### config.mk
export PLATFORM = sky130hd
export DESIGN_NAME = pc_fetch_sequencer_flat
export DESIGN_NICKNAME = d
export VERILOG_FILES = /design/src/rtl/pc_fetch_if.sv /design/src/rtl/pc_fetch_sequencer.sv /design/src/flat_wrapper.sv
export SDC_FILE = /design/constraint.sdc
export NUM_CORES = 1
export LEC_CHECK = 0
export CORE_MARGIN = 5
export CORE_UTILIZATION = 35
export CTS_CLUSTER_SIZE = 16
export DETAILED_ROUTE_END_ITERATION = 6
export PLACE_DENSITY = 0.71
export SLEW_MARGIN = 20
export SYNTH_ARGS = -nofsm -noshare
export SYNTH_HDL_FRONTEND = slang
export SYNTH_SLANG_ARGS = --single-unit
export TNS_END_PERCENT = 30
### constraint.sdc
create_clock -name clk -period 2.9 [get_ports clk]
set_input_delay 0.435 -clock clk [delete_from_list [all_inputs] [get_ports clk]]
set_output_delay 0.435 -clock clk [all_outputs]
set_load 0.03 [all_outputs]
### src/rtl/pc_fetch_if.sv
// Fetch-sequencer bus: control/branch inputs, instruction-memory req/ack and fetch results.
// Handshake: imem_req is held with a stable imem_addr until imem_ack; an ack seen while imem_req=0 is ignored.
interface pc_fetch_if #(
   parameter int WIDTH_PC = 32
);
   logic                stall;
   logic                halt;
   logic                branch_taken;
   logic [WIDTH_PC-1:0] branch_target;
   logic                jump;
   logic [WIDTH_PC-1:0] jump_target;
   logic                imem_req;
   logic [WIDTH_PC-1:0] imem_addr;
   logic                imem_ack;
   logic [WIDTH_PC-1:0] pc;
   logic                fetch_valid;
   logic [WIDTH_PC-1:0] fetch_pc;
   logic                timeout_err;
   logic                align_err;

   modport master (
      input  stall, halt, branch_taken, branch_target, jump, jump_target, imem_ack,
      output imem_req, imem_addr, pc, fetch_valid, fetch_pc, timeout_err, align_err
   );

   modport slave (
      output stall, halt, branch_taken, branch_target, jump, jump_target, imem_ack,
      input  imem_req, imem_addr, pc, fetch_valid, fetch_pc, timeout_err, align_err
   );
endinterface

### src/rtl/pc_fetch_sequencer.sv
// Program counter owner and instruction-fetch sequencer (BOOT/FETCH/WAIT/HOLD/HALT).
// Optional `define PC_ALIGN_CHECK_EN: flags misaligned redirect targets and forces target[1:0]=0.
module pc_fetch_sequencer #(
   parameter int                      WIDTH_PC    = 32,
   parameter logic [WIDTH_PC-1:0]     RESET_VEC   = '0,
   parameter int unsigned             ACK_TIMEOUT = 16
) (
   input  logic         clk,
   input  logic         rst_n,
   pc_fetch_if.master   bus,
   output logic [2:0]   state_dbg_o
);

   localparam int CNT_W = (ACK_TIMEOUT < 2) ? 1 : $clog2(ACK_TIMEOUT + 1);
   localparam logic [CNT_W-1:0] TO_LIMIT = CNT_W'(ACK_TIMEOUT);

   typedef enum logic [2:0] {
      S_BOOT  = 3'd0,
      S_FETCH = 3'd1,
      S_WAIT  = 3'd2,
      S_HOLD  = 3'd3,
      S_HALT  = 3'd4
   } state_e;

   state_e              state_q, state_d;
   logic [WIDTH_PC-1:0] pc_q, pc_d;
   logic [WIDTH_PC-1:0] fetch_pc_q, fetch_pc_d;
   logic [WIDTH_PC-1:0] pend_tgt_q, pend_tgt_d;
   logic                pend_q, pend_d;
   logic                fetch_valid_q, fetch_valid_d;
   logic                timeout_q, timeout_d;
   logic [CNT_W-1:0]    cnt_q, cnt_d;

   logic                redir;
   logic [WIDTH_PC-1:0] tgt_raw;
   logic [WIDTH_PC-1:0] tgt;
   logic                halting;
   logic                req;
   logic                complete;
   logic [WIDTH_PC-1:0] redir_pc;

   assign redir   = bus.jump | bus.branch_taken;
   assign tgt_raw = bus.jump ? bus.jump_target : bus.branch_target;
`ifdef PC_ALIGN_CHECK_EN
   logic align_q, align_d;
   logic misaligned;
   assign tgt        = {tgt_raw[WIDTH_PC-1:2], 2'b00};
   assign misaligned = |tgt_raw[1:0];
`else
   assign tgt = tgt_raw;
`endif

   // Halt is honoured everywhere except BOOT and overrides any completion in the same cycle.
   assign halting  = bus.halt && (state_q inside {S_FETCH, S_WAIT, S_HOLD});
   assign req      = ((state_q == S_FETCH) && !bus.stall) || (state_q == S_WAIT);
   assign complete = req && bus.imem_ack && !halting;
   assign redir_pc = redir ? tgt : (pend_q ? pend_tgt_q : pc_q);

   always_ff @(posedge clk or negedge rst_n) begin
      if (!rst_n) state_q <= S_BOOT;
      else        state_q <= state_d;
   end

   always_comb begin
      state_d = state_q;
      unique case (state_q)
         S_BOOT:  state_d = S_FETCH;
         S_FETCH: begin
            if (complete)       state_d = S_FETCH;
            else if (bus.stall) state_d = S_HOLD;
            else                state_d = S_WAIT;
         end
         S_WAIT:  if (complete) state_d = bus.stall ? S_HOLD : S_FETCH;
         S_HOLD:  if (!bus.stall) state_d = S_FETCH;
         S_HALT:  state_d = S_HALT;
         default: state_d = S_BOOT;
      endcase
      if (halting) state_d = S_HALT;
   end

   always_comb begin
      bus.imem_req = req;
      state_dbg_o  = state_q;
   end

   always_comb begin
      pc_d          = pc_q;
      fetch_pc_d    = fetch_pc_q;
      pend_d        = pend_q;
      pend_tgt_d    = pend_tgt_q;
      fetch_valid_d = 1'b0;
      timeout_d     = timeout_q;
      cnt_d         = '0;
`ifdef PC_ALIGN_CHECK_EN
      align_d       = align_q;
`endif
      if ((state_q != S_HALT) && !halting) begin
`ifdef PC_ALIGN_CHECK_EN
         if (redir && misaligned) align_d = 1'b1;
`endif
         if (complete) begin
            // A pending redirect means the fetched word is off-path and must not be reported.
            fetch_pc_d    = pc_q;
            fetch_valid_d = !pend_q;
            pc_d          = redir ? tgt : (pend_q ? pend_tgt_q : pc_q + WIDTH_PC'(4));
            pend_d        = 1'b0;
         end else if ((state_q == S_HOLD) && !bus.stall) begin
            pc_d   = redir_pc;
            pend_d = 1'b0;
         end else if (redir) begin
            pend_d     = 1'b1;
            pend_tgt_d = tgt;
         end
         if ((state_q == S_WAIT) && !complete) begin
            cnt_d = cnt_q;
            if (cnt_q != TO_LIMIT) begin
               cnt_d = cnt_q + CNT_W'(1);
               if (cnt_d == TO_LIMIT) timeout_d = 1'b1;
            end
         end
      end
   end

   always_ff @(posedge clk or negedge rst_n) begin
      if (!rst_n) begin
         pc_q          <= RESET_VEC;
         fetch_pc_q    <= '0;
         pend_q        <= 1'b0;
         pend_tgt_q    <= '0;
         fetch_valid_q <= 1'b0;
         timeout_q     <= 1'b0;
         cnt_q         <= '0;
      end else begin
         pc_q          <= pc_d;
         fetch_pc_q    <= fetch_pc_d;
         pend_q        <= pend_d;
         pend_tgt_q    <= pend_tgt_d;
         fetch_valid_q <= fetch_valid_d;
         timeout_q     <= timeout_d;
         cnt_q         <= cnt_d;
      end
   end

`ifdef PC_ALIGN_CHECK_EN
   always_ff @(posedge clk or negedge rst_n) begin
      if (!rst_n) align_q <= 1'b0;
      else        align_q <= align_d;
   end
   assign bus.align_err = align_q;
`else
   assign bus.align_err = 1'b0;
`endif

   assign bus.imem_addr   = pc_q;
   assign bus.pc          = pc_q;
   assign bus.fetch_valid = fetch_valid_q;
   assign bus.fetch_pc    = fetch_pc_q;
   assign bus.timeout_err = timeout_q;

endmodule
### src/flat_wrapper.sv
// flat-port wrapper written by rule: the top's interface ports become plain ports
module pc_fetch_sequencer_flat 
#(
   parameter int                      WIDTH_PC    = 32,
   parameter logic [WIDTH_PC-1:0]     RESET_VEC   = '0,
   parameter int unsigned             ACK_TIMEOUT = 16
)
  (clk, rst_n, state_dbg_o, bus_stall, bus_halt, bus_branch_taken, bus_branch_target, bus_jump, bus_jump_target, bus_imem_ack, bus_imem_req, bus_imem_addr, bus_pc, bus_fetch_valid, bus_fetch_pc, bus_timeout_err, bus_align_err);
  pc_fetch_if #(.WIDTH_PC(WIDTH_PC)) bus_i ();
  input  logic clk;
  input  logic rst_n;
  output logic [2:0] state_dbg_o;
  input wire logic [$bits(bus_i.stall)-1:0] bus_stall;
  input wire logic [$bits(bus_i.halt)-1:0] bus_halt;
  input wire logic [$bits(bus_i.branch_taken)-1:0] bus_branch_taken;
  input wire logic [$bits(bus_i.branch_target)-1:0] bus_branch_target;
  input wire logic [$bits(bus_i.jump)-1:0] bus_jump;
  input wire logic [$bits(bus_i.jump_target)-1:0] bus_jump_target;
  input wire logic [$bits(bus_i.imem_ack)-1:0] bus_imem_ack;
  output wire logic [$bits(bus_i.imem_req)-1:0] bus_imem_req;
  output wire logic [$bits(bus_i.imem_addr)-1:0] bus_imem_addr;
  output wire logic [$bits(bus_i.pc)-1:0] bus_pc;
  output wire logic [$bits(bus_i.fetch_valid)-1:0] bus_fetch_valid;
  output wire logic [$bits(bus_i.fetch_pc)-1:0] bus_fetch_pc;
  output wire logic [$bits(bus_i.timeout_err)-1:0] bus_timeout_err;
  output wire logic [$bits(bus_i.align_err)-1:0] bus_align_err;
  assign bus_i.stall = bus_stall;
  assign bus_i.halt = bus_halt;
  assign bus_i.branch_taken = bus_branch_taken;
  assign bus_i.branch_target = bus_branch_target;
  assign bus_i.jump = bus_jump;
  assign bus_i.jump_target = bus_jump_target;
  assign bus_i.imem_ack = bus_imem_ack;
  assign bus_imem_req = bus_i.imem_req;
  assign bus_imem_addr = bus_i.imem_addr;
  assign bus_pc = bus_i.pc;
  assign bus_fetch_valid = bus_i.fetch_valid;
  assign bus_fetch_pc = bus_i.fetch_pc;
  assign bus_timeout_err = bus_i.timeout_err;
  assign bus_align_err = bus_i.align_err;
  pc_fetch_sequencer #(.WIDTH_PC(WIDTH_PC), .RESET_VEC(RESET_VEC), .ACK_TIMEOUT(ACK_TIMEOUT)) u_core (.clk(clk), .rst_n(rst_n), .bus(bus_i), .state_dbg_o(state_dbg_o));
endmodule
==> impl_results.md, run 1 <==
- Outcome: finished clean
- GPL Wtd Cong: 0.917
- Critical-path top delay cell: clkdlybuf4s50_1
- Initial Utilization: 0.356
- Layout Nets: 926
- Initial antenna violation count: 0
- DRT iter0 DRCs: 383
- Pwr dens: 1060 nW/um2
- Register bit count reported by yosys: 107
- Width of the chip: 145 um
- Lkg Pwr: 3.54 nW
- Share of cells above drive strength 1: 0.133
- DRT Pass-1 Iters: 6
- H-tree Lvls: 3
- Minimum clock period: 2650 ps
- Multiplexer share of the synthesized area: 0.101
- Synthesized area: 6420 um2
- Yosys cell types: 71
- Synth Instances: 714
- Routed Wire Length: 20,600 um
- Core Area: 18,000 um2
- Boundary pin count: 174
- Compound-cell area share of the yosys netlist: 0.181
- Layout area overhead: 33.5%
- Die area: 21,200 um2
- Worst path required time: 2470 ps
- First-pass GRT wire length: 32,000 um
- Largest net degree at the start of global routing: 55
- Slew @ Worst Pin: 824 ps
- Diode count: 0
- Die height: 145 um
- Clk pin slew, worst setup/hold paths: 70 ps
- # resized after CTS: 0
- Sequential fraction of the synthesis area: 0.417
- Number of flops mapped to enable cells by yosys: 0
- # rows: 49
- Via density: 5.43
- Insertion delay to the later sink of the worst-skew pair: 360 ps
- Final setup fails: 0
- Cts hold-fix bufs: 0
- Tightest Hold Check Type: in2async
- DP Wirelength: 15,100 um
- Syn avg cell area: 8.99 um2
- Clk sinks: 107
- Setup tns final: 0 ps
- Max-slew violations: 0
- Gr usage total: 0.187
- DR DRC count: 0
- Largest stage delay, worst path: 690 ps
- Crit path DAT: 2220 ps
- Peak supply drop: 0.000588 V
- CTS tree: done
- Fin util: 0.476
- Ys Warns: 0
- Xor/xnor share of the synthesized area: 0.0136
- Number of global-route vias before repair: 5,662
- Max Freq: 377 MHz
- # fillers: 1,715
- Top FF cell, synth: dfrtp_1
- Largest family of logic cells by synthesized area: simple AND/OR/NAND/NOR gates
- Worst setup SP type: primary input
- CTS Buffer Depth: 2
- Max cap viols: 0
- Setup crit end kind: output pin
- Critical setup path kind: in2out
- Clk root buf: clkbuf_16
- Mapped Nets: 789
- RSZ-0062 raised after global routing: no
- Routed via count: 5,889
- Hold Fails Final Rpt: 0
- Cell Chain, Critical Path: clkdlybuf4s50_1 -> or3b_1 -> a21oi_1 -> clkdlybuf4s50_1
- Rel. slew slack: 0.443
- Async set-or-reset flop fraction in the synthesized netlist: 1.00
- Worst Clk Skew: 8.50 ps
- CP dominant cell by count: clkdlybuf4s50_1
- ANT nets after route: 0
- IO buf count: 172
- CP max FO: 6
- Final period util: 0.914
- Total CTS buffers: 9
- Synth Area in Simple Gates: 0.188
- Gr ovfl total: 0
- Post-CTS Setup Bufs: 0
- Synth Area in Adders: 0.00779
- WL/cell: 19.0 um
## cell usage after synthesis (all sizes together), types with 3 or more instances
library cell  number  area share
o31ai              3      0.0035
a22oi              4      0.0047
a31oi              5      0.0049
xor2               3      0.0041
a221oi            13       0.018
nor4               9       0.012
dfrtp            107        0.42
nor3              19       0.015
o21ai             48       0.039
xnor2              7      0.0095
mux2              46       0.081
nand3             21       0.017
ha                 4      0.0078
buf               62       0.063
nand2b             7      0.0068
nor2              52       0.032
o311ai             3      0.0041
mux2i             13       0.020
nor2b              4      0.0039
o211ai            16       0.019
nand2            114       0.067
nand4             12       0.016
a2bb2oi            4      0.0055
a21o               5      0.0058
a211oi             5      0.0058
a2111oi            6      0.0092
inv               27       0.016
clkbuf            19       0.011
o22ai             13       0.013
a21oi             26       0.020
## registers in the layout, summed over array words and instances (netlist names)
signal / flops
u_core.bus.fetch_pc: 32
u_core.bus.imem_addr: 32
u_core.pend_tgt_q: 32
u_core.cnt_q: 5
u_core.state_dbg_o: 3
u_core.bus.fetch_valid: 1
u_core.bus.timeout_err: 1
u_core.pend_q: 1
## cell usage in the layout, fill, tap and decap left out, types with 3 or more instances in the layout
cell             instances
o211ai_1                16
o31ai_1                  3
mux2i_1                 13
nand2_1                114
clkdlybuf4s50_1        170
a2bb2oi_1                4
dfrtp_1                107
o21ai_0                 45
xor2_1                   3
a21o_1                   5
o22ai_1                 13
a31oi_1                  5
clkbuf_16                9
a2111oi_0                5
nor2b_1                  4
nor4_1                   7
nor3_1                  19
a22oi_1                  4
inv_1                   27
nor2_1                  49
ha_1                     4
nand3_1                 20
nand2b_1                 7
buf_4                   32
buf_12                   4
a21oi_1                 26
o311ai_0                 3
mux2_2                  46
xnor2_1                  7
a221oi_1                13
a211oi_1                 5
nand4_1                  9
## layer usage
layer	up-vias	global-route usage	share of wire	wire length [um]
met1	2829	0.246	0.44	8980
li1	2795	-	-	-
met5	-	0	0	0
met4	0	0.0522	0.012	243
met2	244	0.304	0.48	9790
met3	21	0.0501	0.076	1570
## through the flow
step	total power [mW]	instance area [um2]	setup WS, ps	std cells	hold WS (ps)
after floorplan	5.93	6420	787	714	139
after global placement	7.79	8270	254	1069	396
after detailed placement	7.87	8270	255	1069	399
after CTS	9.16	8580	251	1085	21.2
after global routing	9.60	8580	206	1085	29.4
final	9.13	8580	248	1085	1.59
## critical path, delay by kind of cell
family / cells / cell delay (ps)
buffers and inverters: 2 / 1180
AND/OR/NAND/NOR: 1 / 440
AO/OA/AOI/OAI: 1 / 160
## layout make-up
cell class / count / area [um2] / share of cell area
multi-input combinational: 498 / 3180 / 0.370
clock inverter: 5 / 61.3 / 0.00715
clock buffer: 11 / 243 / 0.0283
sequential: 107 / 2680 / 0.312
timing repair buffer: 207 / 2030 / 0.236
tap: 229 / 287 / 0.0334
inverter: 28 / 105 / 0.0123
## path summary, 6_finish.rpt
kind                       depth (start not counted)                        to  slack [ps]               startpoint
setup / recovery                                   4              bus_imem_req         250                bus_stall
setup reg to reg                                   6  u_core.bus.imem_addr[20]         470  u_core.bus.imem_addr[3]
max in group asynchronous                          2    u_core.bus.fetch_pc[1]        2170                    rst_n
hold reg to reg                                    2   u_core.bus.fetch_pc[26]         470  u_core.bus.fetch_pc[26]
min in group clk                                   2   u_core.bus.fetch_pc[26]         470  u_core.bus.fetch_pc[26]
hold / removal                                     1     u_core.pend_tgt_q[24]           2                    rst_n
## where the power goes
group / total, mW / leakage (nW) / internal, mW / switching, mW
combinational: 4.96 / 2.11 / 2.09 / 2.87
clock: 1.28 / 0.150 / 0.699 / 0.581
sequential: 2.89 / 1.29 / 2.15 / 0.739
## kinds of logic after synthesis
family | Yosys count
AND/OR/NAND/NOR | 253
AO/OA/AOI/OAI | 171
buffers and inverters | 109
flip-flops | 107
multiplexers | 59
XOR/XNOR | 10
adder cells (fa/ha/maj) | 4
other | 1
Power figures use the tool's default switching activity.
==> inputs of run 2 (changes only) <==
--- a/config.mk
+++ b/config.mk
@@ -10,6 +10,7 @@
 export CTS_CLUSTER_SIZE = 16
 export DETAILED_ROUTE_END_ITERATION = 6
 export PLACE_DENSITY = 0.71
+export SKIP_CTS_REPAIR_TIMING = 1
 export SLEW_MARGIN = 20
 export SYNTH_ARGS = -nofsm -noshare
 export SYNTH_HDL_FRONTEND = slang
==> results of run 2 <==
Same layout as run 1: the final DEF is identical, and so are final timing and power.
